[src/rtl/uart_tx_param.sv]
// uart_tx_param: parametrised UART transmitter.
//
// Sends one DATA_BITS word per frame: a start bit (0), the data LSB first, an
// optional parity bit, then STOP_BITS stop bits (1). Bit timing comes from an
// internal baud counter running on clk, so there is no derived clock.
//
// Optional feature: define UART_TX_PARITY_EN to add the par_odd input and a
// parity bit after the data. The parity bit is ^data ^ par_odd, so par_odd=1
// gives odd parity.
//
// Parameters:
//   CLK_DIV    clocks per bit (>= 2)
//   DATA_BITS  data bits per frame (5..9)
//   STOP_BITS  stop bits per frame (1 or 2)
//
// Ports:
//   clk      system clock; all logic is on posedge
//   rst_l    asynchronous, active-low reset
//   start    frame request; accepted when start && ready
//   d_in     word to send; sampled only on the accept cycle
//   par_odd  parity sense, sampled with d_in (UART_TX_PARITY_EN only)
//   ready    idle; a word can be accepted this cycle
//   busy     frame in progress (~ready)
//   done     one-cycle pulse after the last stop bit completes
//   tx       serial line, idle high
module uart_tx_param #(
    parameter int unsigned CLK_DIV   = 868,
    parameter int unsigned DATA_BITS = 8,
    parameter int unsigned STOP_BITS = 1
) (
    input  logic                 clk,
    input  logic                 rst_l,
    input  logic                 start,
    input  logic [DATA_BITS-1:0] d_in,
`ifdef UART_TX_PARITY_EN
    input  logic                 par_odd,
`endif
    output logic                 ready,
    output logic                 busy,
    output logic                 done,
    output logic                 tx
);

    localparam int unsigned      BaudW    = (CLK_DIV > 1) ? $clog2(CLK_DIV) : 1;
    localparam logic [BaudW-1:0] BaudLast = BaudW'(CLK_DIV - 1);
    localparam logic [3:0]       DataLast = 4'(DATA_BITS - 1);
    localparam logic [3:0]       StopLast = 4'(STOP_BITS - 1);

    typedef enum logic [2:0] {
        StIdle   = 3'd0,
        StStart  = 3'd1,
        StData   = 3'd2,
        StParity = 3'd3,
        StStop   = 3'd4
    } state_e;

    state_e               state_q, state_d;
    logic [BaudW-1:0]     baud_q, baud_d;
    // Counts data bits in StData and stop bits in StStop.
    logic [3:0]           bit_q, bit_d;
    logic [DATA_BITS-1:0] shreg_q, shreg_d;
    logic                 done_q, done_d;
    logic                 baud_tick;
`ifdef UART_TX_PARITY_EN
    logic                 par_q, par_d;
`endif

    assign baud_tick = (baud_q == BaudLast);

    // State register and datapath flops.
    always_ff @(posedge clk or negedge rst_l) begin
        if (!rst_l) begin
            state_q <= StIdle;
            baud_q  <= '0;
            bit_q   <= '0;
            shreg_q <= '0;
            done_q  <= 1'b0;
`ifdef UART_TX_PARITY_EN
            par_q   <= 1'b0;
`endif
        end else begin
            state_q <= state_d;
            baud_q  <= baud_d;
            bit_q   <= bit_d;
            shreg_q <= shreg_d;
            done_q  <= done_d;
`ifdef UART_TX_PARITY_EN
            par_q   <= par_d;
`endif
        end
    end

    // Next-state logic.
    always_comb begin
        state_d = state_q;
        baud_d  = baud_q;
        bit_d   = bit_q;
        shreg_d = shreg_q;
        done_d  = 1'b0;
`ifdef UART_TX_PARITY_EN
        par_d   = par_q;
`endif
        case (state_q)
            StIdle: begin
                if (start) begin
                    state_d = StStart;
                    baud_d  = '0;
                    bit_d   = '0;
                    shreg_d = d_in;
`ifdef UART_TX_PARITY_EN
                    par_d   = (^d_in) ^ par_odd;
`endif
                end
            end
            StStart: begin
                if (baud_tick) begin
                    state_d = StData;
                    baud_d  = '0;
                end else begin
                    baud_d = baud_q + BaudW'(1);
                end
            end
            StData: begin
                if (baud_tick) begin
                    baud_d  = '0;
                    shreg_d = shreg_q >> 1;
                    if (bit_q == DataLast) begin
                        bit_d   = '0;
`ifdef UART_TX_PARITY_EN
                        state_d = StParity;
`else
                        state_d = StStop;
`endif
                    end else begin
                        bit_d = bit_q + 4'd1;
                    end
                end else begin
                    baud_d = baud_q + BaudW'(1);
                end
            end
`ifdef UART_TX_PARITY_EN
            StParity: begin
                if (baud_tick) begin
                    state_d = StStop;
                    baud_d  = '0;
                end else begin
                    baud_d = baud_q + BaudW'(1);
                end
            end
`endif
            StStop: begin
                if (baud_tick) begin
                    baud_d = '0;
                    if (bit_q == StopLast) begin
                        // done is registered so it coincides with ready in StIdle.
                        state_d = StIdle;
                        bit_d   = '0;
                        done_d  = 1'b1;
                    end else begin
                        bit_d = bit_q + 4'd1;
                    end
                end else begin
                    baud_d = baud_q + BaudW'(1);
                end
            end
            default: begin
                // Illegal encoding: drop whatever was in flight.
                state_d = StIdle;
                baud_d  = '0;
                bit_d   = '0;
                shreg_d = '0;
            end
        endcase
    end

    // Outputs decoded from the registered state.
    always_comb begin
        ready = 1'b0;
        busy  = 1'b1;
        tx    = 1'b1;
        done  = done_q;
        case (state_q)
            StIdle: begin
                ready = 1'b1;
                busy  = 1'b0;
            end
            StStart: tx = 1'b0;
            StData:  tx = shreg_q[0];
`ifdef UART_TX_PARITY_EN
            StParity: tx = par_q;
`endif
            StStop:  tx = 1'b1;
            default: tx = 1'b1;
        endcase
    end

endmodule
[config.mk]
export PLATFORM = sky130hd
export DESIGN_NAME = uart_tx_param
export DESIGN_NICKNAME = d
export VERILOG_FILES = /design/src/rtl/uart_tx_param.sv
export SDC_FILE = /design/constraint.sdc
export NUM_CORES = 1
export LEC_CHECK = 0
export CORE_ASPECT_RATIO = 0.7
export CORE_MARGIN = 2
export CORE_UTILIZATION = 50
export DETAILED_ROUTE_END_ITERATION = 8
export PLACE_DENSITY = 0.71
export SKIP_LAST_GASP = 1
export SYNTH_ARGS = -nofsm -noshare
export SYNTH_HDL_FRONTEND = slang
export SYNTH_SLANG_ARGS = --single-unit
export TNS_END_PERCENT = 5
[constraint.sdc]
create_clock -name clk -period 2.35 [get_ports clk]
set_input_delay 0.235 -clock clk [delete_from_list [all_inputs] [get_ports clk]]
set_output_delay 0.235 -clock clk [all_outputs]
set_load 0.02 [all_outputs]
Word level (Yosys, flattened, before mapping)
Index checks and enable logic that the tools add are counted.
{"block": "word_totals", "regBits": 26}
{"block": "classes", "bitwise": 2, "n_addsub": 2, "n_reduce_logical": 7, "n_eq_ne": 11, "n_mux": 25}
{"cell": "$pmux 8 s3", "n": 1}
{"cell": "$mux 10", "n": 2}
{"cell": "$mux 4", "n": 5}
{"cell": "$pmux 10 s2", "n": 1}
{"cell": "$mux 3", "n": 6}
{"cell": "$mux 8", "n": 2}
{"cell": "$pmux 4 s4", "n": 1}
{"cell": "$ne 2x2->1 const B", "n": 6}
{"cell": "$pmux 3 s4", "n": 1}
{"cell": "$add 10x1->10 const B", "n": 1}
{"cell": "$eq 10x10->1 const B", "n": 1}
{"cell": "$reduce_and 6->1", "n": 1}
{"cell": "$mux 1", "n": 5}
{"cell": "$add 4x1->4 const B", "n": 1}
{"cell": "$eq 4x3->1 const B", "n": 1}
{"cell": "$logic_not 4->1", "n": 1}
{"cell": "$reduce_and 4->1", "n": 1}
{"cell": "$eq 3x1->1 const B", "n": 1}
{"cell": "$eq 3x2->1 const B", "n": 1}
{"cell": "$eq 3x3->1 const B", "n": 1}
{"cell": "$logic_not 3->1", "n": 1}
{"cell": "$reduce_and 3->1", "n": 1}
{"cell": "$reduce_or 3->1", "n": 1}
{"cell": "$not 1->1", "n": 2}
{"cell": "other kinds (2)", "n": 2}

Depth between registers and ports, before layout
{"block": "logic_depth", "word_depth": 4, "mapped_depth": 6, "mapped_depth_nobuf": 6}

Worst setup path before layout
Ideal clock, no wire load.
{"block": "synth_path", "path_kind": "flip-flop to flip-flop", "start": "reg baud_q[0]", "end": "reg shreg_q[0]", "setup_time_ps": 125, "path_buffers": 1, "t_required_ps": 2225, "stages_incl_launch_ff": 7, "arrival_time_ps": 1749, "period_less_slack_ps": 1874, "slack_ps": 476, "path_cell_list": "dfrtp_1 -> ha_1 -> and4b_1 -> and3b_1 -> buf_6 -> o211ai_4 -> mux2_2"}
{"block": "synth_between", "elab_chain_len": 3}
{"item": "start, declared", "line": "58", "source": "logic [BaudW-1:0] baud_q, baud_d;"}
{"item": "start signal, assigned", "line": "83", "source": "baud_q <= baud_d;"}
{"item": "$eq 10x10->1", "line": "68", "source": "assign baud_tick = (baud_q == BaudLast);"}
{"item": "$ne 2x2->1 (no source line)"}
{"item": "$reduce_and 3->1 (no source line)"}
{"item": "end signal, assigned", "line": "85", "source": "shreg_q <= shreg_d;"}
{"item": "end, declared", "line": "61", "source": "logic [DATA_BITS-1:0] shreg_q, shreg_d;"}
No other way between the ends.
A chain may end at the register's enable or synchronous reset.

Final worst setup path
{"block": "layout_path", "start": "reg state_q[0]", "end": "out ready"}
{"block": "layout_between", "elab_chain_len": 2}
{"item": "start, declared", "line": "57", "source": "state_e state_q, state_d;"}
{"item": "start signal, assigned", "line": "73", "source": "state_q <= StIdle;"}
{"item": "start signal, assigned", "line": "82", "source": "state_q <= state_d;"}
{"item": "$logic_not 3->1", "line": "182", "source": "case (state_q)"}
{"item": "$mux 1", "line": "182"}
{"item": "end, declared", "line": "38", "source": "output logic ready,"}
No other way between the ends.

==> out/results.ini <==
[sta]
slew_headroom=0.569
drv_slew=0
worst_pin_slew_ns=0.647
hold_violations=0
whs_ns=0.312
setup_viol=0
fin_crit_sh=0.929
min_period_ns=2.18
fmax_mhz=458
fin_skew_ns=0.00693
finalWorstSetupSlack_ns=0.167
fin_setup_tns_ns=0
rsz0062_at_grt=no

[detailed_routing]
drt_iter0_drc=43
routedWlPerCell_um=16.2
vias=1207
routed_via_density=5.98
drt_wl_total_um=3280
first_pass_iters=4
drc=0
ant_nets=0

[pwr]
powerDensity_nw_per_um2=555
p_total_w=0.000979
p_leak_nw=0.781
vdd_ir_drop_max_v=0.000377

[yosys]
yosysSeqAreaShare=0.432
ys.flop_type=dfrtp_1
synth-edff-count=0
synth_top_cell_area_share=0.432
ys.warnings.count=0
ys_async_sr_fraction=1.00
postSynthCellCount=149
synth.net_count=163
yosysMostFrequentCell=dfrtp_1
post_synth.cell_area_avg_sq_um=10.1
syn_area_sq_um=1510
ys_seq_elements=26
synth_cell_type_count=46
synthTopCellsByArea=dfrtp_1 43%, mux2_2 5.2%, xnor2_1 4.7%, a22o_1 4.1%, nor2_1 3.7%
synth_commonest_cells=26 x dfrtp_1, 15 x nor2_1, 10 x nand2_1, 8 x xnor2_1
synth_top_area_cell=dfrtp_1

[clocking]
clockBufferDepth=2
cts_root_buffer=clkbuf_8
cts_made_buffers=3
tritoncts=yes
cts_setup_buffers=0
cts_num_sinks=26
clkTransAtPathRegs_ns=0.09
clkLatencyLatePin_ns=0.28
h-tree-depth=1

[hold_path]
hold_class=in2async

[place]
place_worst_setup_slack_ns=0.276
numPortBuffers=14
dp_hpwl_um=2370
place.gp.congestion=0.793

[run]
drv_cap=0

[global_routing]
grt_max_degree=27
track_usage=0.212
gr-total-overflow=0
grt_pass1_wl_um=5640
grt_pass1_vias=1220
grt_antenna_before_repair=0

[worst_setup_path]
rrSetupSlack_ns=0.24
r2r_end=shreg_q[5]$_DFFE_PN0P_
worstPathArrival_ns=1.95
critPathKind=reg2out
reg2reg_depth=5
cp-start-kind=register
worstPathRequired_ns=2.12
crit-reg2reg-launch=baud_q[0]$_DFFE_PN0P_
end_kind=output pin
cp_max_fo=19

[floorplan]
rows=16
die_area_sq_um=3470
coreArea_sq_um=2820
start_util=0.533
io-pin-count=15
die_h_um=49.9
die_w_um=69.6

[finish]
diodes=0
fin_nets=181
area_growth_pct=17.2
final_util=0.625
layout-drive-gt1-share=0.127

[outcome]
outcome=completed

[worst max path at each step]
stage,to,cells past startpoint,from,slack (ns)
2_1_floorplan,shreg_q[0]$_DFFE_PN0P_,6,baud_q[0]$_DFFE_PN0P_,0.48
3_3_place_gp,shreg_q[5]$_DFFE_PN0P_,5,baud_q[0]$_DFFE_PN0P_,0.37
3_5_place_dp,shreg_q[2]$_DFFE_PN0P_,5,baud_q[0]$_DFFE_PN0P_,0.28
4_1_cts,ready,2,state_q[0]$_DFFE_PN0P_,0.08
5_1_grt,tx,3,state_q[0]$_DFFE_PN0P_,0.002
6_report,ready,2,state_q[0]$_DFFE_PN0P_,0.17
[where the power goes]
group	switching [W]	total [W]	internal (W)
clock network	0.000150	0.000378	0.000228
registers	0.0000320	0.000505	0.000473
logic	0.0000429	0.0000957	0.0000528
[kinds of logic (layout without fill, tap and decap cells)]
logic type      count (synthesis)  count (layout)  share of synthesized area
mux                             9               9                     0.0657
fa+ha+maj                       3               3                     0.0249
buf+inv                        12              29                     0.0424
simple gates                   53              53                      0.192
xor+xnor                        9               9                     0.0524
compound gates                 37              37                      0.190
flops                          26              26                      0.432
[state kept, by name, indices dropped and copies added, names as in the netlist]
name	cells
bit_q	4
baud_q	10
shreg_q	8
state_q	3
done	1
[layout by cell type, fill, tap and decap left out, types with 2 or more instances in the layout]
cell	n
dfrtp_1	26
mux2i_1	2
nand3_1	3
nor3b_1	2
o221ai_1	2
clkbuf_8	3
clkdlybuf4s50_1	14
mux2_2	7
nand4_1	4
nand2_1	10
nor3_1	3
nand2b_1	5
o21ai_0	5
xnor2_1	8
ha_1	3
a22o_1	7
a21o_1	2
a21oi_1	5
nor4_1	3
nor2_1	15
a32o_1	2
inv_1	6
buf_4	5
[critical path: stages (launching register included)]
cell and delay [ns]:
dfrtp_1 0.62, nor3_4 0.36, clkdlybuf4s50_1 0.68
[per-stage QoR]
step / cell area (sq um) / std cells
after global placement: 1690 / 198
final: 1760 / 202
after CTS: 1760 / 202
after global routing: 1760 / 202
after floorplan: 1510 / 149
after detailed placement: 1690 / 198
[area by class of cell]
class                   count  area, sq um
multi-input cells         111          797
clock buffers               3         41.3
fillers                   231         1060
repair buffers             19          178
well taps                  36         45.0
inverters                   6         22.5
flip-flops and latches     26          651
clock inverters             1         30.0
[metal layers]
metal | up-vias | wire length [um] | part of all wire | global-route usage
li1 | 583 | - | - | -
met1 | 590 | 1570 | 0.48 | 0.278
met2 | 29 | 1520 | 0.46 | 0.330
met3 | 5 | 145 | 0.044 | 0.0573
met4 | 0 | 47 | 0.014 | 0.0915
met5 | - | 0 | 0 | 0
[repair_timing]
| action | in CTS | in global routing |
|---|---|---|
| gates resized for setup | 0 | 1 |
| hold buffers | 0 | 0 |
| setup endpoints to repair | 0 | 1 |
No activity file was read; power rests on OpenSTA's default activity.
